[src/rtl/bram_window_reader.sv]
// Scans a stored frame out of the frame BRAM as 3-pixel horizontal triplets in
// kernel-scan order: rows top to bottom, then the next column to the right.
module bram_window_reader #(
  parameter int RAM_WIDTH    = 8,
  parameter int RAM_DEPTH    = 2**16,
  parameter int IMAGE_WIDTH  = 10,
  parameter int IMAGE_HEIGHT = 10
) (
  input  logic                               clk,
  input  logic                               reset,
  input  logic                               i_start,
  output logic                               o_mem_en,
  output logic [clogb2(RAM_DEPTH-1)-1:0]     o_mem_addr,
  input  logic [RAM_WIDTH-1:0]               i_mem_data,
  output logic [3*RAM_WIDTH-1:0]             o_pixels,
  output logic                               o_valid,
  input  logic                               i_ready,
  output logic                               o_col_first,
  output logic                               o_busy,
  output logic                               o_frame_done
);

  function automatic int clogb2(input int value);
    int v;
    int r;
    v = value;
    r = 0;
    while (v > 0) begin
      v = v >> 1;
      r = r + 1;
    end
    return r;
  endfunction

  localparam int AW = clogb2(RAM_DEPTH-1);
  localparam int W  = RAM_WIDTH;
  localparam int CW = $clog2(IMAGE_WIDTH);
  localparam int RW = (IMAGE_HEIGHT > 1) ? $clog2(IMAGE_HEIGHT) : 1;

  localparam logic [CW-1:0] COL_LAST = CW'(IMAGE_WIDTH - 3);
  localparam logic [RW-1:0] ROW_LAST = RW'(IMAGE_HEIGHT - 1);
  localparam logic [AW-1:0] ROW_STEP = AW'(IMAGE_WIDTH);

  typedef enum logic [2:0] {
    S_IDLE,
    S_READ,
    S_DRAIN,
    S_OUT,
    S_DONE
  } state_t;

  state_t            state_q, state_d;
  logic [1:0]        idx_q, idx_d;
  logic [CW-1:0]     col_q, col_d;
  logic [RW-1:0]     row_q, row_d;
  logic [AW-1:0]     base_q, base_d;
  logic [AW-1:0]     addr_q, addr_d;
  logic [3*W-1:0]    pix_q, pix_d;

  logic xfer;
  logic last_triplet;

  assign xfer         = (state_q == S_OUT) && i_ready;
  assign last_triplet = (col_q == COL_LAST) && (row_q == ROW_LAST);

  // State register
  always_ff @(posedge clk or posedge reset) begin
    if (reset) begin
      state_q <= S_IDLE;
    end else begin
      state_q <= state_d;
    end
  end

  // Next-state logic
  always_comb begin
    state_d = state_q;
    case (state_q)
      S_IDLE:  if (i_start) state_d = S_READ;
      S_READ:  if (idx_q == 2'd2) state_d = S_DRAIN;
      S_DRAIN: state_d = S_OUT;
      S_OUT:   if (xfer) state_d = last_triplet ? S_DONE : S_READ;
      S_DONE:  state_d = S_IDLE;
      default: state_d = S_IDLE;
    endcase
  end

  // Output logic
  always_comb begin
    o_mem_en     = (state_q == S_READ);
    o_valid      = (state_q == S_OUT);
    o_col_first  = (state_q == S_OUT) && (row_q == '0);
    o_busy       = (state_q != S_IDLE);
    o_frame_done = (state_q == S_DONE);
  end

  assign o_mem_addr = addr_q;
  assign o_pixels   = pix_q;

  // Scan counters, read index and pixel capture
  always_comb begin
    idx_d  = idx_q;
    col_d  = col_q;
    row_d  = row_q;
    base_d = base_q;
    pix_d  = pix_q;
    addr_d = addr_q;

    case (state_q)
      S_IDLE: begin
        if (i_start) begin
          idx_d  = '0;
          col_d  = '0;
          row_d  = '0;
          base_d = '0;
        end
      end
      S_READ: begin
        idx_d = (idx_q == 2'd2) ? 2'd0 : idx_q + 2'd1;
        // Data for address base+idx-1 arrives one cycle after it was issued
        case (idx_q)
          2'd1:    pix_d[W-1:0]   = i_mem_data;
          2'd2:    pix_d[2*W-1:W] = i_mem_data;
          default: ;
        endcase
      end
      S_DRAIN: begin
        pix_d[3*W-1:2*W] = i_mem_data;
        idx_d            = '0;
      end
      S_OUT: begin
        if (xfer && !last_triplet) begin
          if (row_q != ROW_LAST) begin
            row_d  = row_q + 1'b1;
            base_d = base_q + ROW_STEP;
          end else begin
            row_d  = '0;
            col_d  = col_q + 1'b1;
            base_d = AW'(col_q) + AW'(1);
          end
        end
      end
      default: ;
    endcase

    // Address register follows the next READ cycle and otherwise holds
    if (state_d == S_READ) begin
      addr_d = base_d + AW'(idx_d);
    end
  end

  always_ff @(posedge clk or posedge reset) begin
    if (reset) begin
      idx_q  <= '0;
      col_q  <= '0;
      row_q  <= '0;
      base_q <= '0;
      addr_q <= '0;
      pix_q  <= '0;
    end else begin
      idx_q  <= idx_d;
      col_q  <= col_d;
      row_q  <= row_d;
      base_q <= base_d;
      addr_q <= addr_d;
      pix_q  <= pix_d;
    end
  end

endmodule
[config.mk]
export PLATFORM = sky130hd
export DESIGN_NAME = bram_window_reader
export DESIGN_NICKNAME = d
export VERILOG_FILES = /design/src/rtl/bram_window_reader.sv
export SDC_FILE = /design/constraint.sdc
export NUM_CORES = 1
export LEC_CHECK = 0
export CORE_ASPECT_RATIO = 0.75
export CORE_MARGIN = 5
export CORE_UTILIZATION = 55
export CTS_CLUSTER_SIZE = 20
export DETAILED_ROUTE_END_ITERATION = 6
export PLACE_DENSITY = 0.88
export SYNTH_ARGS = -nofsm -noshare
export SYNTH_HDL_FRONTEND = slang
export SYNTH_SLANG_ARGS = --single-unit
[constraint.sdc]
create_clock -name clk -period 3.8 [get_ports clk]
set_input_delay 0.76 -clock clk [delete_from_list [all_inputs] [get_ports clk]]
set_output_delay 0.76 -clock clk [all_outputs]
set_load 0.05 [all_outputs]
=== Yosys cells after proc, flatten, opt, wreduce, memory -nomap -nowiden ===
Index checks and enable logic that the tools add are counted.
Widths: inputs -> output; s select.

* Register bits: 69
* Bits in latches: 0
* Bits in writable memories: 0
* Bits in read-only memories: 0
* Input bits: 12
* Word-level logic and storage cells: 60
* Memories: 0

* $add $sub $neg: 6
* Multipliers: 0
* Div/mod/pow operators: 0
* Magnitude comparators: 0
* Equal/unequal tests: 13
* Shifts and indexed selects: 0
* Muxes and demuxes: 19
* Bitwise logic cells: 0
* Reduce and logical (&&, ||, !) cells: 13

{| class="wikitable"
|+ Operator list
! cell !! count
|-
| $mux 16 || 3
|-
| $pmux 16 s2 || 1
|-
| $mux 4 || 5
|-
| $add 16x2->16 || 1
|-
| $add 16x4->16 const B || 1
|-
| $pmux 4 s2 || 2
|-
| $mux 3 || 4
|-
| $pmux 3 s4 || 1
|-
| $add 4x1->4 const B || 2
|-
| $eq 3x1->1 const B || 2
|-
| $eq 3x2->1 const B || 2
|-
| $pmux 2 s3 || 1
|-
| $add 4x1->5 const B || 1
|-
| $eq 4x3->1 const B || 1
|-
| $eq 4x4->1 const B || 1
|-
| $logic_and 1x1->1 || 4
|-
| $logic_not 4->1 || 1
|-
| $mux 2 || 2
|-
| $ne 2x2->1 const B || 2
|-
| $ne 4x4->1 const B || 1
|-
| $reduce_and 2->1 || 2
|-
| $reduce_and 4->1 || 1
|-
| $eq 3x3->1 const B || 1
|-
| $logic_not 3->1 || 1
|-
| 8 further kinds || 8
|}

=== Logic depth before layout (Yosys ltp) ===
* Depth in word-level cells: 7
* Depth in mapped cells: 15
* Depth with buffers taken out: 13

=== Worst setup path after synthesis ===
Ideal clock, no wire load.

* Path kind: flip-flop to output port
* Start: reg state_q[2]
* End: out o_col_first
* Data arrival time: 2.457 ns
* Required time: 3.040 ns
* Slack: 0.583 ns
* Stages on the path, launching flop included: 4
* Path buffers: 1
* Path through: dfrtp_1 > nand3b_2 > buf_4 > nor4b_1

* Longest elaborated chain between the ends: 2

{| class="wikitable"
|+ Ends and longest elaborated chain
! element !! RTL line !! text
|-
| from (decl) || 52 || <nowiki>state_t state_q, state_d;</nowiki>
|-
| from (signal assigned) || 71 || <nowiki>state_q <= state_d;</nowiki>
|-
| $eq 3x2->1 || 92 || <nowiki>o_col_first = (state_q == S_OUT) && (row_q == '0);</nowiki>
|-
| $logic_and 1x1->1 || 92 ||
|-
| to (decl) || 18 || <nowiki>output logic o_col_first,</nowiki>
|}

Every way passes these cells.

=== Final worst setup path ===
* Start: reg state_q[0]
* End: out o_col_first

Same word-level chain as after synthesis.

==> flow_summary.json <==
{
  "ys_types": 75,
  "antenna_found_initial": 0,
  "syn_inst": 357,
  "dieArea_sq_mm": 0.00897,
  "hold_buffers": 0,
  "io_buffer_count": 56,
  "clk_pin_slew_ps": 80,
  "cts-resized-gates": 0,
  "num_rows": 26,
  "finalPower_mw": 4.15,
  "clock.fmax_mhz": 289,
  "io-pin-count": 57,
  "grt_usage_pct": 23.9,
  "holdCritPathClass": "reg -> reg",
  "final_common_cell": "dfrtp_1",
  "hpwl_microns": 7240,
  "die_y_microns": 83.3,
  "cts.sinks": 69,
  "drc": 0,
  "critPathKind": "reg -> out",
  "p_leak_nw": 2.04,
  "p_per_area_mw_per_mm2": 862,
  "place.gp.congestion": 0.824,
  "synth_edf_count": 0,
  "layout.cells.non_filler": 523,
  "swShare_pct": 49.7,
  "cpMaxStageDelayCell": "clkdlybuf4s50_1",
  "avgRoutedWirePerCell_microns": 19.2,
  "critPathMaxStageDelay_ps": 870,
  "synth-async-reset-ratio_pct": 100,
  "dr.pass1.iters": 4,
  "start_kind": "flip-flop",
  "clock_latency_ps": 360,
  "start_util_pct": 57.1,
  "internal_power_mw": 2.09,
  "tns_ps": 0,
  "grt_pass1_wl_microns": 17100,
  "worstRegToRegCells": 11,
  "avgSynthCellArea_sq_um": 11.0,
  "core-area_sq_mm": 0.00690,
  "grt_max_degree": 33,
  "wl_microns": 10000,
  "crit_arrival_ps": 2700,
  "ant_nets": 0,
  "clockBufferDepth": 2,
  "ys_warn_count": 0,
  "seq_area_frac_synth_pct": 43.8,
  "setup_violations": 0,
  "grt_pass1_vias": 3324,
  "die_w_microns": 108,
  "seq_power_share_pct": 29.0,
  "critPathBufInv": 1,
  "area_delta_synth_final_pct": 22.2,
  "ys_ff_latch": 69,
  "cts_root_buf": "clkbuf_8",
  "vias": 3200,
  "final_cell_mix": "dfrtp_1 (69), clkdlybuf4s50_1 (56), nand2_1 (41), mux2_2 (25), o21ai_0 (22)",
  "fin_nets": 440,
  "combPwrFrac_pct": 56.0,
  "worst-path-max-fanout": 15,
  "fin_crit_ps": 3460,
  "synth_nets": 377,
  "skew_ps": 14.3,
  "synth-main-ff-cell": "dfrtp_1",
  "cts_setup_buffers": 0,
  "crit_path_end_kind": "primary output",
  "max-slew-margin-rel_pct": 54.5,
  "rsz0062_at_grt": "no",
  "hold_viol": 0,
  "p_switching_mw": 2.06,
  "ctsHtreeMaxLevel": 3,
  "final_layout_size_suffix_gt1_share_pct": 22.1,
  "ir_drop_uv": 804,
  "worst_slew_pin_slew_ps": 682,
  "finalMaxSlewViolations": 0,
  "n_antenna_cell": 0,
  "fin_crit_sh_pct": 91.2,
  "grt_overflow_total": 0,
  "holdPathStages": 2,
  "clock_power_share_pct": 15.1,
  "numCtsBuffers": 9,
  "cp_top_family": "buffers and inverters",
  "path_depth": 3,
  "crit_chain": "nand3b_2 -> nor4b_1 -> clkdlybuf4s50_1",
  "synth.cell_area_sq_mm": 0.00394,
  "max-cap-violations": 0,
  "cp.required_ps": 3040,
  "placedCellCount": 507,
  "first_iter_violations": 228,
  "status": "completed",
  "via_per_inst": 6.12,
  "tritoncts": "built"
}
through the flow:
stage | area [sq um] | hold WS, ps | utilization (%) | setup WS [ps]
floorplan | 3940 | 444 | - | 583
global placement | 4610 | 458 | 66.9 | 206
detailed placement | 4610 | 470 | 66.9 | 136
CTS | 4820 | 491 | 69.8 | 300
global route | 4820 | 521 | 69.8 | 150
finish | 4820 | 488 | 69.8 | 336
registers in the layout (all words and copies together) (netlist names):
register / flops
base_q: 16
col_q: 4
idx_q: 2
o_mem_addr: 16
o_pixels: 24
row_q: 4
state_q: 3
routing by layer:
metal / wire length (microns) / GRT usage [%] / up-vias
li1: - / - / 1459
met1: 4350 / 32.1 / 1597
met2: 4770 / 37.1 / 132
met3: 806 / 8.53 / 12
met4: 123 / 5.73 / 0
met5: 0 / 0 / -
cells by family (layout without fill, tap and decap cells):
group | Yosys count | count (layout) | share of synthesized area, %
AOI/OAI and AO/OA | 89 | 89 | 19.9
xor gates and xnor gates | 8 | 8 | 1.78
adders and majority gates | 8 | 8 | 2.73
buffers and inverters | 27 | 95 | 3.52
DFF | 69 | 69 | 43.8
muxes | 29 | 29 | 8.70
and+or+nand+nor | 127 | 127 | 19.6
cell usage after synthesis (all sizes together), types with 5 or more instances:
cell	n	share of area, %
ha	7	2.2
nand3	10	1.3
and4	7	1.8
nor4	5	0.79
nand2	42	4.1
o21ai	28	3.7
o211ai	6	1.5
buf	11	2.0
xor2	6	1.3
nor3	9	1.6
nor2	11	1.0
inv	12	1.1
a21oi	11	1.6
a31oi	12	3.6
o31ai	8	2.1
nand4	7	1.4
nand3b	6	1.6
dfrtp	69	44
and2	5	0.83
mux2	26	7.5
power groups by stage:
| stage | Clock, mW | Combinational (mW) | Sequential [mW] |
|---|---|---|---|
| 5_1_grt | 0.673 | 2.48 | 1.24 |
| 4_1_cts | 0.634 | 2.32 | 1.20 |
| 6_report | 0.625 | 2.32 | 1.20 |
| 2_1_floorplan | 0 | 1.10 | 1.71 |
| 3_5_place_dp | 0 | 2.30 | 1.20 |
| 3_3_place_gp | 0 | 2.25 | 1.19 |
worst min-delay path: stages, from the launching register on:
cell	delay, ps
dfrtp_1	350
nand2_1	60
nand3_1	60
layout make-up:
type | count | area (sq um)
Multi-Input combinational cell | 261 | 2070
Inverter | 12 | 45.0
Tap cell | 98 | 123
Clock inverter | 7 | 80.1
Timing Repair Buffer | 67 | 643
Sequential cell | 69 | 1730
Fill cell | 501 | 2080
Clock buffer | 9 | 124
worst paths after layout:
kind                                      from        endpoint  slack [ps]
min in group asynchronous                reset     o_pixels[9]         820
worst min-delay path            o_mem_addr[11]  o_mem_addr[11]         490
worst max-delay path                state_q[0]     o_col_first         340
worst min register to register  o_mem_addr[11]  o_mem_addr[11]         490
max in group asynchronous                reset       base_q[7]        2250
worst max register to register      state_q[0]   o_mem_addr[8]         420
Power figures use the tool's default switching activity.
